File: src/rtl/camera_pkg.sv
// Shared definitions for the camera capture path: frame geometry defaults,
// capture timeout default and the capture FSM state encoding.
// Optional checksum output is enabled by the CAMERA_CAPTURE_CHECKSUM_EN macro.
package camera_pkg;

  localparam int DEF_FRAME_W      = 4;
  localparam int DEF_FRAME_H      = 3;
  localparam int DEF_PIX_W        = 8;
  localparam int DEF_FRAME_PIXELS = DEF_FRAME_W * DEF_FRAME_H;
  localparam int DEF_TIMEOUT      = 15;

  typedef enum logic [1:0] {
    IDLE    = 2'd0,
    CAPTURE = 2'd1,
    DRAIN   = 2'd2,
    DONE    = 2'd3
  } state_t;

endpackage

File: src/rtl/frame_buffer_ram.sv
// Single-clock frame store: synchronous write, registered read port.
// Read latency 1 cycle; output updates only when re=1, out-of-range reads give 0.
// No backpressure; storage is not reset, only the read register is.
module frame_buffer_ram #(
  parameter int DEPTH  = 12,
  parameter int DATA_W = 8,
  parameter int ADDR_W = 4
) (
  input  logic              clk,
  input  logic              rst_n,
  input  logic              we,
  input  logic [ADDR_W-1:0] waddr,
  input  logic [DATA_W-1:0] wdata,
  input  logic              re,
  input  logic [ADDR_W-1:0] raddr,
  output logic [DATA_W-1:0] rdata
);

  logic [DATA_W-1:0] mem [DEPTH];

  // Storage write; the writer guarantees waddr is in range.
  always_ff @(posedge clk) begin
    if (we) mem[waddr] <= wdata;
  end

  // Registered read, holding its value between requests.
  always_ff @(posedge clk or negedge rst_n) begin
    if (!rst_n) begin
      rdata <= '0;
    end else if (re) begin
      if (int'(raddr) < DEPTH) rdata <= mem[raddr];
      else                     rdata <= '0;
    end
  end

endmodule

File: src/rtl/camera_capture.sv
// Camera sink: enables the camera for one frame and stores every valid byte.
// Start edge to frame_done is FRAME_PIXELS+2 cycles; read port latency 1 cycle.
// No backpressure toward the camera; extra bytes are dropped and flagged as overrun.
// Optional CAMERA_CAPTURE_CHECKSUM_EN adds a 16-bit sum of accepted bytes.
module camera_capture
  import camera_pkg::*;
#(
  parameter int FRAME_W      = DEF_FRAME_W,
  parameter int FRAME_H      = DEF_FRAME_H,
  parameter int PIX_W        = DEF_PIX_W,
  parameter int TIMEOUT      = DEF_TIMEOUT,
  parameter int FRAME_PIXELS = FRAME_W * FRAME_H,
  parameter int ADDR_W       = $clog2(FRAME_PIXELS)
) (
  input  logic              clk,
  input  logic              rst_n,
  input  logic              start,
  output logic              camera_en,
  input  logic              data_valid,
  input  logic [PIX_W-1:0]  data_in,
  output logic              busy,
  output logic              frame_done,
  output logic              frame_ready,
  output logic              overrun,
  output logic              timeout_err,
  input  logic              rd_en,
  input  logic [ADDR_W-1:0] rd_addr,
  output logic [PIX_W-1:0]  rd_data,
  output logic              rd_valid
`ifdef CAMERA_CAPTURE_CHECKSUM_EN
  ,
  output logic [15:0]       checksum
`endif
);

  localparam int CNT_W = $clog2(FRAME_PIXELS + 1);
  localparam int TMO_W = $clog2(TIMEOUT + 1);
  localparam logic [CNT_W-1:0] PIX_LAST = CNT_W'(FRAME_PIXELS - 1);
  localparam logic [CNT_W-1:0] PIX_FULL = CNT_W'(FRAME_PIXELS);
  localparam logic [TMO_W-1:0] TMO_LAST = TMO_W'(TIMEOUT - 1);

  state_t             state;
  logic [CNT_W-1:0]   issue_cnt;
  logic [CNT_W-1:0]   wr_cnt;
  logic [TMO_W-1:0]   tmo_cnt;
  logic               capturing;
  logic               wr_accept;

  assign capturing = (state == CAPTURE) || (state == DRAIN);
  assign wr_accept = data_valid && capturing && (wr_cnt < PIX_FULL);

  // Capture sequencer: enable window, write count, stall timeout and status flags.
  always_ff @(posedge clk or negedge rst_n) begin
    if (!rst_n) begin
      state       <= IDLE;
      camera_en   <= 1'b0;
      busy        <= 1'b0;
      frame_done  <= 1'b0;
      frame_ready <= 1'b0;
      overrun     <= 1'b0;
      timeout_err <= 1'b0;
      issue_cnt   <= '0;
      wr_cnt      <= '0;
      tmo_cnt     <= '0;
    end else begin
      frame_done <= 1'b0;
      case (state)
        IDLE: begin
          if (start) begin
            state       <= CAPTURE;
            camera_en   <= 1'b1;
            busy        <= 1'b1;
            frame_ready <= 1'b0;
            overrun     <= 1'b0;
            timeout_err <= 1'b0;
            issue_cnt   <= '0;
            wr_cnt      <= '0;
            tmo_cnt     <= '0;
          end
        end
        CAPTURE, DRAIN: begin
          if (state == CAPTURE) begin
            issue_cnt <= issue_cnt + 1'b1;
            if (issue_cnt == PIX_LAST) begin
              camera_en <= 1'b0;
              state     <= DRAIN;
            end
          end
          if (wr_accept) wr_cnt <= wr_cnt + 1'b1;
          if (data_valid) tmo_cnt <= '0;
          else            tmo_cnt <= tmo_cnt + 1'b1;
          // A completed frame wins over a coincident stall expiry.
          if ((state == DRAIN) && (wr_cnt == PIX_FULL)) begin
            state       <= DONE;
            frame_done  <= 1'b1;
            frame_ready <= 1'b1;
            tmo_cnt     <= '0;
          end else if (!data_valid && (tmo_cnt == TMO_LAST)) begin
            state       <= IDLE;
            camera_en   <= 1'b0;
            busy        <= 1'b0;
            frame_ready <= 1'b0;
            timeout_err <= 1'b1;
            tmo_cnt     <= '0;
          end
        end
        DONE: begin
          state <= IDLE;
          busy  <= 1'b0;
        end
        default: state <= IDLE;
      endcase
      // Any byte that is not written is dropped; placed last so it wins over the start clear.
      if (data_valid && !wr_accept) overrun <= 1'b1;
    end
  end

  // Read-valid tracks the one-cycle RAM read latency.
  always_ff @(posedge clk or negedge rst_n) begin
    if (!rst_n) rd_valid <= 1'b0;
    else        rd_valid <= rd_en;
  end

`ifdef CAMERA_CAPTURE_CHECKSUM_EN
  // Running sum of accepted bytes, restarted by an accepted start.
  always_ff @(posedge clk or negedge rst_n) begin
    if (!rst_n) begin
      checksum <= '0;
    end else if ((state == IDLE) && start) begin
      checksum <= '0;
    end else if (wr_accept) begin
      checksum <= checksum + 16'(data_in);
    end
  end
`endif

  frame_buffer_ram #(
    .DEPTH  (FRAME_PIXELS),
    .DATA_W (PIX_W),
    .ADDR_W (ADDR_W)
  ) u_ram (
    .clk   (clk),
    .rst_n (rst_n),
    .we    (wr_accept),
    .waddr (wr_cnt[ADDR_W-1:0]),
    .wdata (data_in),
    .re    (rd_en),
    .raddr (rd_addr),
    .rdata (rd_data)
  );

endmodule

File: config.mk
export PLATFORM = sky130hd
export DESIGN_NAME = camera_capture
export DESIGN_NICKNAME = d
export VERILOG_FILES = /design/src/rtl/camera_pkg.sv /design/src/rtl/frame_buffer_ram.sv /design/src/rtl/camera_capture.sv
export SDC_FILE = /design/constraint.sdc
export NUM_CORES = 1
export LEC_CHECK = 0
export BUFFER_PORTS_ARGS = -buffer_cell sky130_fd_sc_hd__buf_2
export CAP_MARGIN = 10
export CELL_PAD_IN_SITES_DETAIL_PLACEMENT = 1
export CELL_PAD_IN_SITES_GLOBAL_PLACEMENT = 1
export CORE_MARGIN = 3
export CORE_UTILIZATION = 47
export DETAILED_ROUTE_END_ITERATION = 16
export PLACE_DENSITY = 0.84
export SLEW_MARGIN = 10
export SYNTH_ARGS = -nofsm -noshare
export SYNTH_HDL_FRONTEND = slang
export SYNTH_SLANG_ARGS = --single-unit
File: constraint.sdc
create_clock -name clk -period 2.7 [get_ports clk]
set_clock_uncertainty 0.15 [all_clocks]
set_input_delay 0.135 -clock clk [delete_from_list [all_inputs] [get_ports clk]]
set_output_delay 0.135 -clock clk [all_outputs]
set_load 0.005 [all_outputs]
==> summary.md <==
| Metric | Value |
|---|---|
| PD cells | `approximately 900 nW/um2` |
| Sequential share of power | `0.405` |
| Routing usage on met2 | `0.361` |
| Max capacitance violation total | `0` |
| Largest net degree at the start of global routing | `30` |
| Synthesized net count | `around 360` |
| Clock Pin Slew Worst Setup and Hold Paths | `around 60 ps` |
| Synth warnings | `0` |
| Crit end category | `flop` |
| P_sw | `roughly 1500 uW` |
| I/O Pins | `32` |
| Synth area leaders | `edfxtp_1 54%, dfrtp_1 14%, mux2i_1 3.9%` |
| Worst Max-Slew Pin Slew | `a little over 700 ps` |
| Ant diodes | `0` |
| DIE AREA | `around 13000 um2` |
| Critical path cell sequence | `inv_1, ha_1, nand3_1, nor3_2, and2_1` |
| Synth area leader | `edfxtp_1` |
| CTS Sinks | `around 130` |
| Length of the first detailed-routing pass in iterations | `5` |
| Vias | `3088` |
| Gate Count Post-Synth | `329` |
| Worst path arrival time | `approximately 2400 ps` |
| Slowest-stage cell, CP | `ha_1` |
| Crit path launch type | `flop` |
| Multi-input gate area | `1580 um2` |
| Drt wl/cell | `between 20 and 25 um` |
| Fin nets | `roughly 410` |
| Leak pwr | `0.00244 uW` |
| Initial DRC count | `between 300 and 400` |
| Initial antenna violation count | `0` |
| Global routing's busiest layer | `met2` |
| CTS tree | `yes` |
| H-Tree Level Count | `4` |
| Vias per Instance | `a little under 6` |
| Hold Path Class | `primary input to asynchronous set/reset pin` |
| Global-route wire length before repair | `just under 20000 um` |
| Slew Viols, Final | `0` |
| Critical Path Max Stage Delay | `roughly 460 ps` |
| GRT Util Overall | `0.212` |
| TNS Setup | `0 ps` |
| Tcrit/Tclk final | `0.909` |
| CP Buf/Inv Count | `1` |
| DRT antenna net count | `0` |
| Yosys top cell area share | `0.541` |
| Post-synth top cells | `96 x edfxtp_1, 29 x dfrtp_1, 21 x mux2i_1` |
| Maximum vdd drop | `537 uV` |
| Setup Viol. Count Final | `0` |
| Core area | `11000 um2` |
| Avg Inst Size Synth | `16.2 um2` |
| Die W | `113 um` |
| Comb power frac | `0.157` |
| Chip Height | `~110 um` |
| Internal | `~4400 uW` |
| GPL Wtd Cong | `0.807` |
| Vias in the first global route | `3299` |
| Crit-path leading delay family | `simple AND/OR/NAND/NOR gates` |
| Layout cells sized above 1 | `0.219` |
| Async S/R FF share, synth | `0.232` |
| Clk root buf | `clkbuf_16` |
| Worst hold slack | `152 ps` |
| Met3 track utilization from global routing | `0.0491` |
| Starting Density | `0.486` |
| EDFF count, synth | `between 90 and 100` |
| Total global routing overflow | `0` |
| CTS Buf Count | `17` |
| Outcome | `finished clean` |
| Filler cells | `about 1000` |
| CP required | `about 2600 ps` |
| Synth Register Bits | `125` |
| Max_slew headroom | `0.523` |
| Post-DP HPWL | `8130 um` |
| Met1 usage | `0.271` |
| Seq/Total Area, Yosys | `0.677` |
| Top-count cell post-synth | `edfxtp_1` |
| Worst-path fanout max | `9` |
| Final hold vios | `0` |
| Register Area | `approximately 3600 um2` |
| Library cells used by synthesis | `47` |
| Clk_lat worst skew | `around 410 ps` |
| Type of the worst setup path | `flop to flop` |
| Max clock buf depth | `2` |
| RSZ-0062 raised after global routing | `no` |
| Mapped Area | `approximately 5300 um2` |
| WL final | `about 13000 um` |
| Min Tclk post-route | `2450 ps` |
| Clock network fraction of total power | `0.438` |
| Row count | `38` |
| Port Buffers | `31` |
| Sw Share | `0.260` |
| Fmax achieved | `408 MHz` |
| Prevailing post-synth register cell | `edfxtp_1` |
| DRC | `0` |
| Area added between synthesis and finish | `19.8%` |
[layout by cell type (no fill, tap or decap), types with 4 or more instances in the layout]
master,count
edfxtp_1,96
buf_2,31
dfrtp_1,29
mux2i_1,21
clkbuf_16,17
inv_1,16
and2_1,13
dlygate4sd3_1,13
nand2_1,12
ha_1,12
a22oi_1,10
mux2_2,10
o21ai_0,9
mux4_1,8
mux4_2,8
o211ai_1,8
o21ai_1,8
nor2_1,7
bufinv_16,6
a21oi_1,5
nor3_1,4
[final cells by class]
| type | count | share of cell area |
|---|---|---|
| inverters | 16 | 0.00940 |
| multi-input cells | 173 | 0.247 |
| clock inverters | 15 | 0.0378 |
| clock buffers | 17 | 0.0666 |
| well taps | 140 | 0.0274 |
| repair buffers | 46 | 0.0470 |
| flip-flops and latches | 125 | 0.565 |
[power by group through the flow]
stage          Sequential [uW]  Clock, uW  Combinational [uW]
6_report                  2400       2590                 929
5_1_grt                   2420       2730                1020
4_1_cts                   2400       2610                 934
3_5_place_dp              2430          0                 892
3_3_place_gp              2410          0                 837
2_1_floorplan             2400          0                 592
[metrics by stage]
stage	cell area [um2]	setup slack [ps]	cells	utilization	power [uW]
after floorplan	5330	453	329	-	2990
after global placement	5580	396	487	0.508	3240
after detailed placement	5580	196	487	0.508	3320
after CTS	6380	115	532	0.581	5940
after global routing	6390	97.4	532	0.582	6170
final	6390	246	532	0.582	5920
[final timing paths]
check,cells past startpoint,slack (ps),to,start
worst min register to register,2,360,u_ram.rdata[4]$_DFFE_PN0P_,u_ram.rdata[4]$_DFFE_PN0P_
worst max register to register,5,250,u_ram.mem[3][6]$_DFFE_PP_,state[0]$_DFFE_PN0P_
max in group asynchronous,2,1760,tmo_cnt[0]$_DFFE_PN0P_,rst_n
min in group clk,2,340,rd_valid$_DFF_PN0_,rd_en
worst min-delay path,2,150,u_ram.rdata[0]$_DFFE_PN0P_,rst_n
worst max-delay path,5,250,u_ram.mem[3][6]$_DFFE_PP_,state[0]$_DFFE_PN0P_
[metal layers]
metal  up-vias  wire length, um
met5         -                0
met4         0              150
met3        14              540
met2       100             6630
met1      1592             5270
li1       1382                -
[registers in the layout, summed over array words and instances (netlist names)]
| register | count |
|---|---|
| frame_ready | 1 |
| wr_cnt | 4 |
| tmo_cnt | 4 |
| u_ram.rdata | 8 |
| overrun | 1 |
| busy | 1 |
| camera_en | 1 |
| state | 2 |
| u_ram.mem | 96 |
| issue_cnt | 4 |
| frame_done | 1 |
| rd_valid | 1 |
| timeout_err | 1 |
[timing repair]
| action | CTS | global route |
|---|---|---|
| resized for setup | 0 | 4 |
| hold endpoints to repair | 136 | 0 |
| setup endpoints to repair | 0 | 48 |
| setup buffers | 0 | 0 |
| hold buffers | 13 | 0 |
[cells by family after synthesis]
family | after synthesis | share of synthesized area
fa+ha+maj | 12 | 0.0282
simple gates | 59 | 0.0636
compound gates | 55 | 0.0680
mux | 47 | 0.134
flops | 125 | 0.677
buf+inv | 31 | 0.0298
(Power assumes the default switching activity.)
